<file path="src/rtl/chaos_pkg.sv">
// chaos_pkg: state word width, rotation amounts, FSM states and the
// keystream mix shared by the keystream extractor and its FIFO.
package chaos_pkg;

  localparam int STATE_W = 32;
  localparam int ROT_S   = 11;
  localparam int ROT_L   = 21;

  typedef enum logic [1:0] {
    IDLE   = 2'd0,
    WARMUP = 2'd1,
    RUN    = 2'd2,
    HALT   = 2'd3
  } state_e;

  // Folds one Xp/Xs/Xl triple into a keystream word: xp ^ rotl(xs,11) ^ rotl(xl,21)
  function automatic logic [STATE_W-1:0] chaos_mix(input logic [STATE_W-1:0] xp,
                                                   input logic [STATE_W-1:0] xs,
                                                   input logic [STATE_W-1:0] xl);
    logic [STATE_W-1:0] rot_s;
    logic [STATE_W-1:0] rot_l;
    rot_s = {xs[STATE_W-ROT_S-1:0], xs[STATE_W-1:STATE_W-ROT_S]};
    rot_l = {xl[STATE_W-ROT_L-1:0], xl[STATE_W-1:STATE_W-ROT_L]};
    return xp ^ rot_s ^ rot_l;
  endfunction

endpackage

</file>
<file path="src/rtl/chaos_ks_fifo.sv">
// chaos_ks_fifo: small synchronous word FIFO between the mix register and the
// byte serialiser. The head word is read in place (no output register), so a
// pop and a refill can happen in the same cycle. flush empties it at once.
module chaos_ks_fifo
  import chaos_pkg::*;
#(
  parameter int DEPTH = 2,
  localparam int PTR_W = $clog2(DEPTH),
  localparam int CNT_W = PTR_W + 1
) (
  input  logic               clk,
  input  logic               reset,
  input  logic               flush,
  input  logic               wr_en,
  input  logic [STATE_W-1:0] wr_data,
  input  logic               rd_en,
  output logic [STATE_W-1:0] rd_data,
  output logic               full,
  output logic               empty,
  output logic [CNT_W-1:0]   count
);

  logic [STATE_W-1:0] mem_q [DEPTH];
  logic [STATE_W-1:0] mem_d [DEPTH];
  logic [PTR_W-1:0]   wr_ptr_q, wr_ptr_d;
  logic [PTR_W-1:0]   rd_ptr_q, rd_ptr_d;
  logic [CNT_W-1:0]   count_q, count_d;
  logic               do_wr, do_rd;

  assign full    = (count_q == CNT_W'(DEPTH));
  assign empty   = (count_q == '0);
  assign count   = count_q;
  assign rd_data = mem_q[rd_ptr_q];
  assign do_rd   = rd_en && !empty;
  assign do_wr   = wr_en && (!full || do_rd);

  // Pointer/count bookkeeping; a write into a full FIFO only lands when a read frees the slot
  always_comb begin
    mem_d    = mem_q;
    wr_ptr_d = wr_ptr_q;
    rd_ptr_d = rd_ptr_q;
    if (do_wr) begin
      mem_d[wr_ptr_q] = wr_data;
      wr_ptr_d        = wr_ptr_q + 1'b1;
    end
    if (do_rd) begin
      rd_ptr_d = rd_ptr_q + 1'b1;
    end
    count_d = count_q + CNT_W'(do_wr) - CNT_W'(do_rd);
    if (flush) begin
      wr_ptr_d = '0;
      rd_ptr_d = '0;
      count_d  = '0;
    end
  end

  // Control flops return to empty on reset
  always_ff @(posedge clk) begin
    if (reset) begin
      wr_ptr_q <= '0;
      rd_ptr_q <= '0;
      count_q  <= '0;
    end else begin
      wr_ptr_q <= wr_ptr_d;
      rd_ptr_q <= rd_ptr_d;
      count_q  <= count_d;
    end
  end

  // Storage needs no reset: it is only observed while the count says it is valid
  always_ff @(posedge clk) begin
    mem_q <= mem_d;
  end

endmodule

</file>
<file path="src/rtl/chaos_keystream_extractor.sv">
// chaos_keystream_extractor: discards the warm-up transient of the chaotic
// state generator, mixes each later Xp/Xs/Xl triple into a 32-bit word and
// serialises the words MSB-first as bytes on a valid/ready stream.
// Optional health monitor: define CHAOS_KS_HEALTH_EN to enable the stuck-orbit
// detector (stuck output, HALT state); undefined, stuck is tied low.
module chaos_keystream_extractor
  import chaos_pkg::*;
#(
  parameter int WARMUP_ITERS = 16,
  parameter int FIFO_DEPTH   = 2
`ifdef CHAOS_KS_HEALTH_EN
  , parameter int STUCK_LIMIT = 4
`endif
) (
  input  logic               clk,
  input  logic               reset,
  input  logic               start,
  input  logic               stop,
  input  logic               st_valid,
  output logic               st_ready,
  input  logic [STATE_W-1:0] xp,
  input  logic [STATE_W-1:0] xs,
  input  logic [STATE_W-1:0] xl,
  output logic               ks_valid,
  input  logic               ks_ready,
  output logic [7:0]         ks_byte,
  output logic               warm_done,
  output logic               busy,
  output logic               stuck
);

  localparam int WARM_W = (WARMUP_ITERS > 1) ? $clog2(WARMUP_ITERS) : 1;
  localparam int CNT_W  = $clog2(FIFO_DEPTH) + 1;

  state_e             state_q, state_d;
  logic [WARM_W-1:0]  warm_cnt_q, warm_cnt_d;
  logic               mix_valid_q, mix_valid_d;
  logic [STATE_W-1:0] mix_q, mix_d;
  logic [1:0]         idx_q, idx_d;
  logic               accept, byte_take, fifo_rd;
  logic               fifo_full, fifo_empty;
  logic [STATE_W-1:0] fifo_head;
  logic [CNT_W-1:0]   fifo_count;

`ifdef CHAOS_KS_HEALTH_EN
  localparam int RUN_W = $clog2(STUCK_LIMIT) + 1;
  logic [STATE_W-1:0] prev_q, prev_d;
  logic               prev_valid_q, prev_valid_d;
  logic [RUN_W-1:0]   run_cnt_q, run_cnt_d;
  logic               stuck_q, stuck_d;
  assign stuck = stuck_q;
`else
  assign stuck = 1'b0;
`endif

  assign accept    = st_valid && st_ready;
  assign ks_valid  = !fifo_empty;
  assign byte_take = ks_valid && ks_ready;
  assign fifo_rd   = byte_take && (idx_q == 2'd3);
  assign warm_done = (state_q == RUN);
  assign busy      = (state_q != IDLE);

  // Triple acceptance: a word still in the mix register counts as occupying a FIFO slot
  always_comb begin
    st_ready = 1'b0;
    case (state_q)
      WARMUP:  st_ready = 1'b1;
      RUN:     st_ready = !fifo_full &&
                          !(mix_valid_q && (fifo_count == CNT_W'(FIFO_DEPTH - 1)));
      default: st_ready = 1'b0;
    endcase
  end

  // Serialiser view of the FIFO head word, most significant byte first
  always_comb begin
    ks_byte = 8'h00;
    if (ks_valid) begin
      case (idx_q)
        2'd0:    ks_byte = fifo_head[31:24];
        2'd1:    ks_byte = fifo_head[23:16];
        2'd2:    ks_byte = fifo_head[15:8];
        default: ks_byte = fifo_head[7:0];
      endcase
    end
  end

  // Next-state logic: FSM, warm-up count, mix stage, byte index and health check; stop wins last
  always_comb begin
    state_d     = state_q;
    warm_cnt_d  = warm_cnt_q;
    mix_valid_d = 1'b0;
    mix_d       = mix_q;
    idx_d       = idx_q;
    case (state_q)
      IDLE: begin
        if (start) begin
          state_d    = (WARMUP_ITERS == 0) ? RUN : WARMUP;
          warm_cnt_d = '0;
        end
      end
      WARMUP: begin
        if (accept) begin
          if (warm_cnt_q == WARM_W'(WARMUP_ITERS - 1)) begin
            state_d    = RUN;
            warm_cnt_d = '0;
          end else begin
            warm_cnt_d = warm_cnt_q + 1'b1;
          end
        end
      end
      RUN: begin
        if (accept) begin
          mix_valid_d = 1'b1;
          mix_d       = chaos_mix(xp, xs, xl);
        end
      end
      default: ;
    endcase
    if (byte_take) begin
      idx_d = idx_q + 1'b1;
    end
`ifdef CHAOS_KS_HEALTH_EN
    prev_d       = prev_q;
    prev_valid_d = prev_valid_q;
    run_cnt_d    = run_cnt_q;
    stuck_d      = stuck_q;
    if (mix_valid_q) begin
      prev_d       = mix_q;
      prev_valid_d = 1'b1;
      if ((prev_valid_q && (mix_q == prev_q)) || (mix_q == '0)) begin
        if (run_cnt_q != RUN_W'(STUCK_LIMIT - 1)) begin
          run_cnt_d = run_cnt_q + 1'b1;
        end
      end else begin
        run_cnt_d = '0;
      end
      if (run_cnt_d == RUN_W'(STUCK_LIMIT - 1)) begin
        stuck_d = 1'b1;
        if (state_q == RUN) begin
          state_d = HALT;
        end
      end
    end
`endif
    if (stop) begin
      state_d     = IDLE;
      warm_cnt_d  = '0;
      mix_valid_d = 1'b0;
      idx_d       = '0;
`ifdef CHAOS_KS_HEALTH_EN
      prev_valid_d = 1'b0;
      run_cnt_d    = '0;
      stuck_d      = 1'b0;
`endif
    end
  end

  // All control state of the extractor, synchronous active-high reset
  always_ff @(posedge clk) begin
    if (reset) begin
      state_q     <= IDLE;
      warm_cnt_q  <= '0;
      mix_valid_q <= 1'b0;
      mix_q       <= '0;
      idx_q       <= '0;
`ifdef CHAOS_KS_HEALTH_EN
      prev_q       <= '0;
      prev_valid_q <= 1'b0;
      run_cnt_q    <= '0;
      stuck_q      <= 1'b0;
`endif
    end else begin
      state_q     <= state_d;
      warm_cnt_q  <= warm_cnt_d;
      mix_valid_q <= mix_valid_d;
      mix_q       <= mix_d;
      idx_q       <= idx_d;
`ifdef CHAOS_KS_HEALTH_EN
      prev_q       <= prev_d;
      prev_valid_q <= prev_valid_d;
      run_cnt_q    <= run_cnt_d;
      stuck_q      <= stuck_d;
`endif
    end
  end

  chaos_ks_fifo #(
    .DEPTH(FIFO_DEPTH)
  ) u_fifo (
    .clk     (clk),
    .reset   (reset),
    .flush   (stop),
    .wr_en   (mix_valid_q),
    .wr_data (mix_q),
    .rd_en   (fifo_rd),
    .rd_data (fifo_head),
    .full    (fifo_full),
    .empty   (fifo_empty),
    .count   (fifo_count)
  );

endmodule

</file>
<file path="config.mk">
export PLATFORM = sky130hd
export DESIGN_NAME = chaos_keystream_extractor
export DESIGN_NICKNAME = d
export VERILOG_FILES = /design/src/rtl/chaos_pkg.sv /design/src/rtl/chaos_ks_fifo.sv /design/src/rtl/chaos_keystream_extractor.sv
export SDC_FILE = /design/constraint.sdc
export NUM_CORES = 1
export LEC_CHECK = 0
export BUFFER_PORTS_ARGS = -buffer_cell sky130_fd_sc_hd__buf_2
export CORE_ASPECT_RATIO = 1.4
export CORE_MARGIN = 2
export CORE_UTILIZATION = 50
export CTS_BUF_LIST = sky130_fd_sc_hd__clkbuf_16
export CTS_CLUSTER_SIZE = 20
export DETAILED_ROUTE_END_ITERATION = 8
export PLACE_DENSITY = 0.75
export RECOVER_POWER = 50
export SYNTH_ARGS = -nofsm -noshare
export SYNTH_HDL_FRONTEND = slang
export SYNTH_SLANG_ARGS = --single-unit
</file>
<file path="constraint.sdc">
create_clock -name clk -period 3.7 [get_ports clk]
set_clock_uncertainty 0.2 [all_clocks]
set_input_delay 0.74 -clock clk [delete_from_list [all_inputs] [get_ports clk]]
set_output_delay 0.74 -clock clk [all_outputs]
set_load 0.02 [all_outputs]
</file>
==> impl_metrics.env <==
export IMPL_crit_type="flip-flop to primary output"
export IMPL_max_vdd_ir_drop_mv=0.2158
export IMPL_start_util_pct=51.36
export IMPL_routed_wl_mm=10.48
export IMPL_postCtsSetupBuffers=0
export IMPL_path_buf_inv=2
export IMPL_gp_congestion=0.8486
export IMPL_syn_area_per_cell_um2=11.89
export IMPL_crit_slowest_cell="ha_1"
export IMPL_yosys_warnings=0
export IMPL_vias_per_cell=5.380
export IMPL_die_x_um=89.46
export IMPL_finalCritPeriodShare_pct=86.90
export IMPL_antenna_found_initial=0
export IMPL_postRouteAntennaNets=0
export IMPL_worst_slack_ns=0.4847
export IMPL_critPathMaxStageDelay_ns=0.50
export IMPL_grt_pass1_wl_mm=16.17
export IMPL_grt_pass1_vias=3393
export IMPL_path_max_fanout=16
export IMPL_wl_per_cell_um=15.78
export IMPL_drive_gt1_share_pct=25.90
export IMPL_clock_sinks=109
export IMPL_p_leak_nw=2.117
export IMPL_area_growth_pct=18.04
export IMPL_cp_depth=7
export IMPL_syn_area_um2=5112
export IMPL_firstDrtPassIters=7
export IMPL_nNetsFinal=636
export IMPL_yosysSeqAreaShare_pct=55.21
export IMPL_grt_remaining_overflow=0
export IMPL_portBuffers=113
export IMPL_dp_slack_ns=0.8525
export IMPL_insertedDiodeCount=0
export IMPL_rows=43
export IMPL_finalSetupViolCount=0
export IMPL_layoutNonFillerInstCount=664
export IMPL_core_area_um2=9953
export IMPL_synth_cells=430
export IMPL_via_count=3572
export IMPL_htreeDepth=3
export IMPL_rr_startpoint="idx_q[1]"
export IMPL_whs_ns=0.2507
export IMPL_holdCritPathClass="flip-flop to flip-flop"
export IMPL_final_util_pct=60.63
export IMPL_cp_top_family="adder cells"
export IMPL_maxSlewHeadroom_pct=-25.09
export IMPL_track_usage_pct=20.01
export IMPL_die_height_um=123.6
export IMPL_ys_seq_elements=109
export IMPL_final_cell_area_um2=6035
export IMPL_finalPower_mw=2.392
export IMPL_hold_buffers=0
export IMPL_end_kind="primary output"
export IMPL_synthesis_nets=542
export IMPL_cts_buffers=9
export IMPL_hold_depth=0
export IMPL_fillers=824
export IMPL_cp_arrival_ns=2.28
export IMPL_clockBufferDepth=2
export IMPL_clk_latency_ns=0.35
export IMPL_required_ns=2.76
export IMPL_period_needed_ns=3.215
export IMPL_path_cells="inv_1 > ha_1 > a222oi_1 > mux2i_1 > nor2_1 > a211oi_1 > buf_2"
export IMPL_final_max_slew_violation_count=80
export IMPL_placed_cell_area_um2=5747
export IMPL_hp_start="mix_q[29]"
export IMPL_hold_viol_final=0
export IMPL_tns_ns=0
export IMPL_clk_pin_slew_ns=0.07
export IMPL_root_buffer="clkbuf_16"
export IMPL_grt_max_degree=66
export IMPL_critPathLaunchType="flip-flop"
export IMPL_status="complete, but fails checks"
export IMPL_die_area_um2=11060
export IMPL_r2r_cells=5
export IMPL_ioPinCount=115
export IMPL_synth_cell_types=38
export IMPL_rsz0062_at_grt="no"
export IMPL_worstSetupStartpoint="idx_q[0]"
export IMPL_worst_slew_pin_slew_ns=1.876
export IMPL_fmax_mhz=311.0
export IMPL_cts_resized=0
export IMPL_cts_tree="built"
export IMPL_cap_violations=2
export IMPL_failed_checks="max-capacitance violations, max-slew violations"
export IMPL_route_detailed_drc=0
export IMPL_dp_hpwl_mm=7.739
export IMPL_drtIter0Drc=203
export IMPL_powerDensity_nw_per_um2=396.4
export IMPL_dp_cells=648
## layout by cell type, fill, tap and decap left out, types with 12 or more instances in the layout
cell type / Yosys / final
a222oi_1: 16 / 16
o41ai_1: 32 / 32
xnor2_1: 36 / 36
buf_2: 8 / 112
nor2b_1: 33 / 33
dfxtp_1: 45 / 45
edfxtp_1: 64 / 64
o21ai_0: 35 / 35
mux2i_1: 19 / 19
nor2_1: 19 / 17
inv_1: 10 / 12
xor2_1: 33 / 33
## sequential cells by signal, indices dropped and copies added, names as in the netlist
name / flops
u_fifo.mem_q: 64
mix_q: 32
warm_cnt_q: 4
idx_q: 2
state_q: 2
u_fifo.count: 2
mix_valid_q: 1
u_fifo.rd_ptr_q: 1
u_fifo.wr_ptr_q: 1
## cells in the mapped netlist (all sizes together)
cell type,number,area (um2)
a211oi,9,67.56
a21oi,4,20.02
a222oi,16,160.2
a311oi,1,8.760
a31o,2,17.52
a31oi,1,6.260
a32oi,1,8.760
and2,3,20.02
and3,1,7.510
buf,13,81.33
clkbuf,22,82.58
conb,1,3.750
dfxtp,45,900.9
edfxtp,64,1922
ha,10,125.1
inv,10,37.54
mux2i,19,190.2
nand2,5,18.77
nand2b,3,18.77
nand3,2,10.01
nand3b,1,7.510
nand4,1,6.260
nand4b,1,8.760
nor2,19,71.32
nor2b,33,206.5
nor3,2,10.01
nor4,1,6.260
o21ai,35,175.2
o41ai,32,280.3
or2,2,12.52
or3,1,7.510
or3b,1,8.760
xnor2,36,315.3
xor2,33,289.0
## final cells by class
type,count,area [um2],area share (%)
clock buffers,9,225.2,3.732
flip-flops and latches,109,2823,46.78
clock inverters,7,67.56,1.120
repair buffers,118,598.1,9.911
inverters,10,37.54,0.6220
multi-input cells,276,2115,35.04
well taps,135,168.9,2.799
## worst register-to-register path: stages, from the launching register on
cell and delay [ns]:
dfxtp_1 0.42, ha_1 0.19, nand2_1 0.09, a31o_1 0.30
nor2_2 0.09, clkbuf_1 1.27
## power by group
| group | internal [mW] | switching [mW] | leakage (nW) |
|---|---|---|---|
| sequential | 1.27 | 0.00104 | 0.803 |
| combinational | 0.0949 | 0.0894 | 1.17 |
| clock | 0.522 | 0.415 | 0.144 |
## layer usage
metal	track usage (%)	routed length, um
met3	3.380	544
met4	11.85	457
met5	0	0
met2	34.49	5445
met1	22.87	4029
## cell families after synthesis
| family | after synthesis | share of synthesized area (%) |
|---|---|---|
| AOI/OAI and AO/OA | 101 | 14.56 |
| xor gates and xnor gates | 69 | 11.82 |
| adders and majority gates | 10 | 2.447 |
| buffers and inverters | 45 | 3.940 |
| DFF | 109 | 55.21 |
| muxes | 19 | 3.720 |
| other | 1 | 0.07335 |
| and+or+nand+nor | 76 | 8.224 |
## worst paths after layout
kind                            slack (ns)          endpoint
worst max-delay path                  0.48        ks_byte[5]
worst min register to register        0.25  u_fifo.mem_q[29]
worst min-delay path                  0.25  u_fifo.mem_q[29]
worst max register to register        0.71  u_fifo.mem_q[42]
Note: power is estimated with default switching activity, not from simulation.
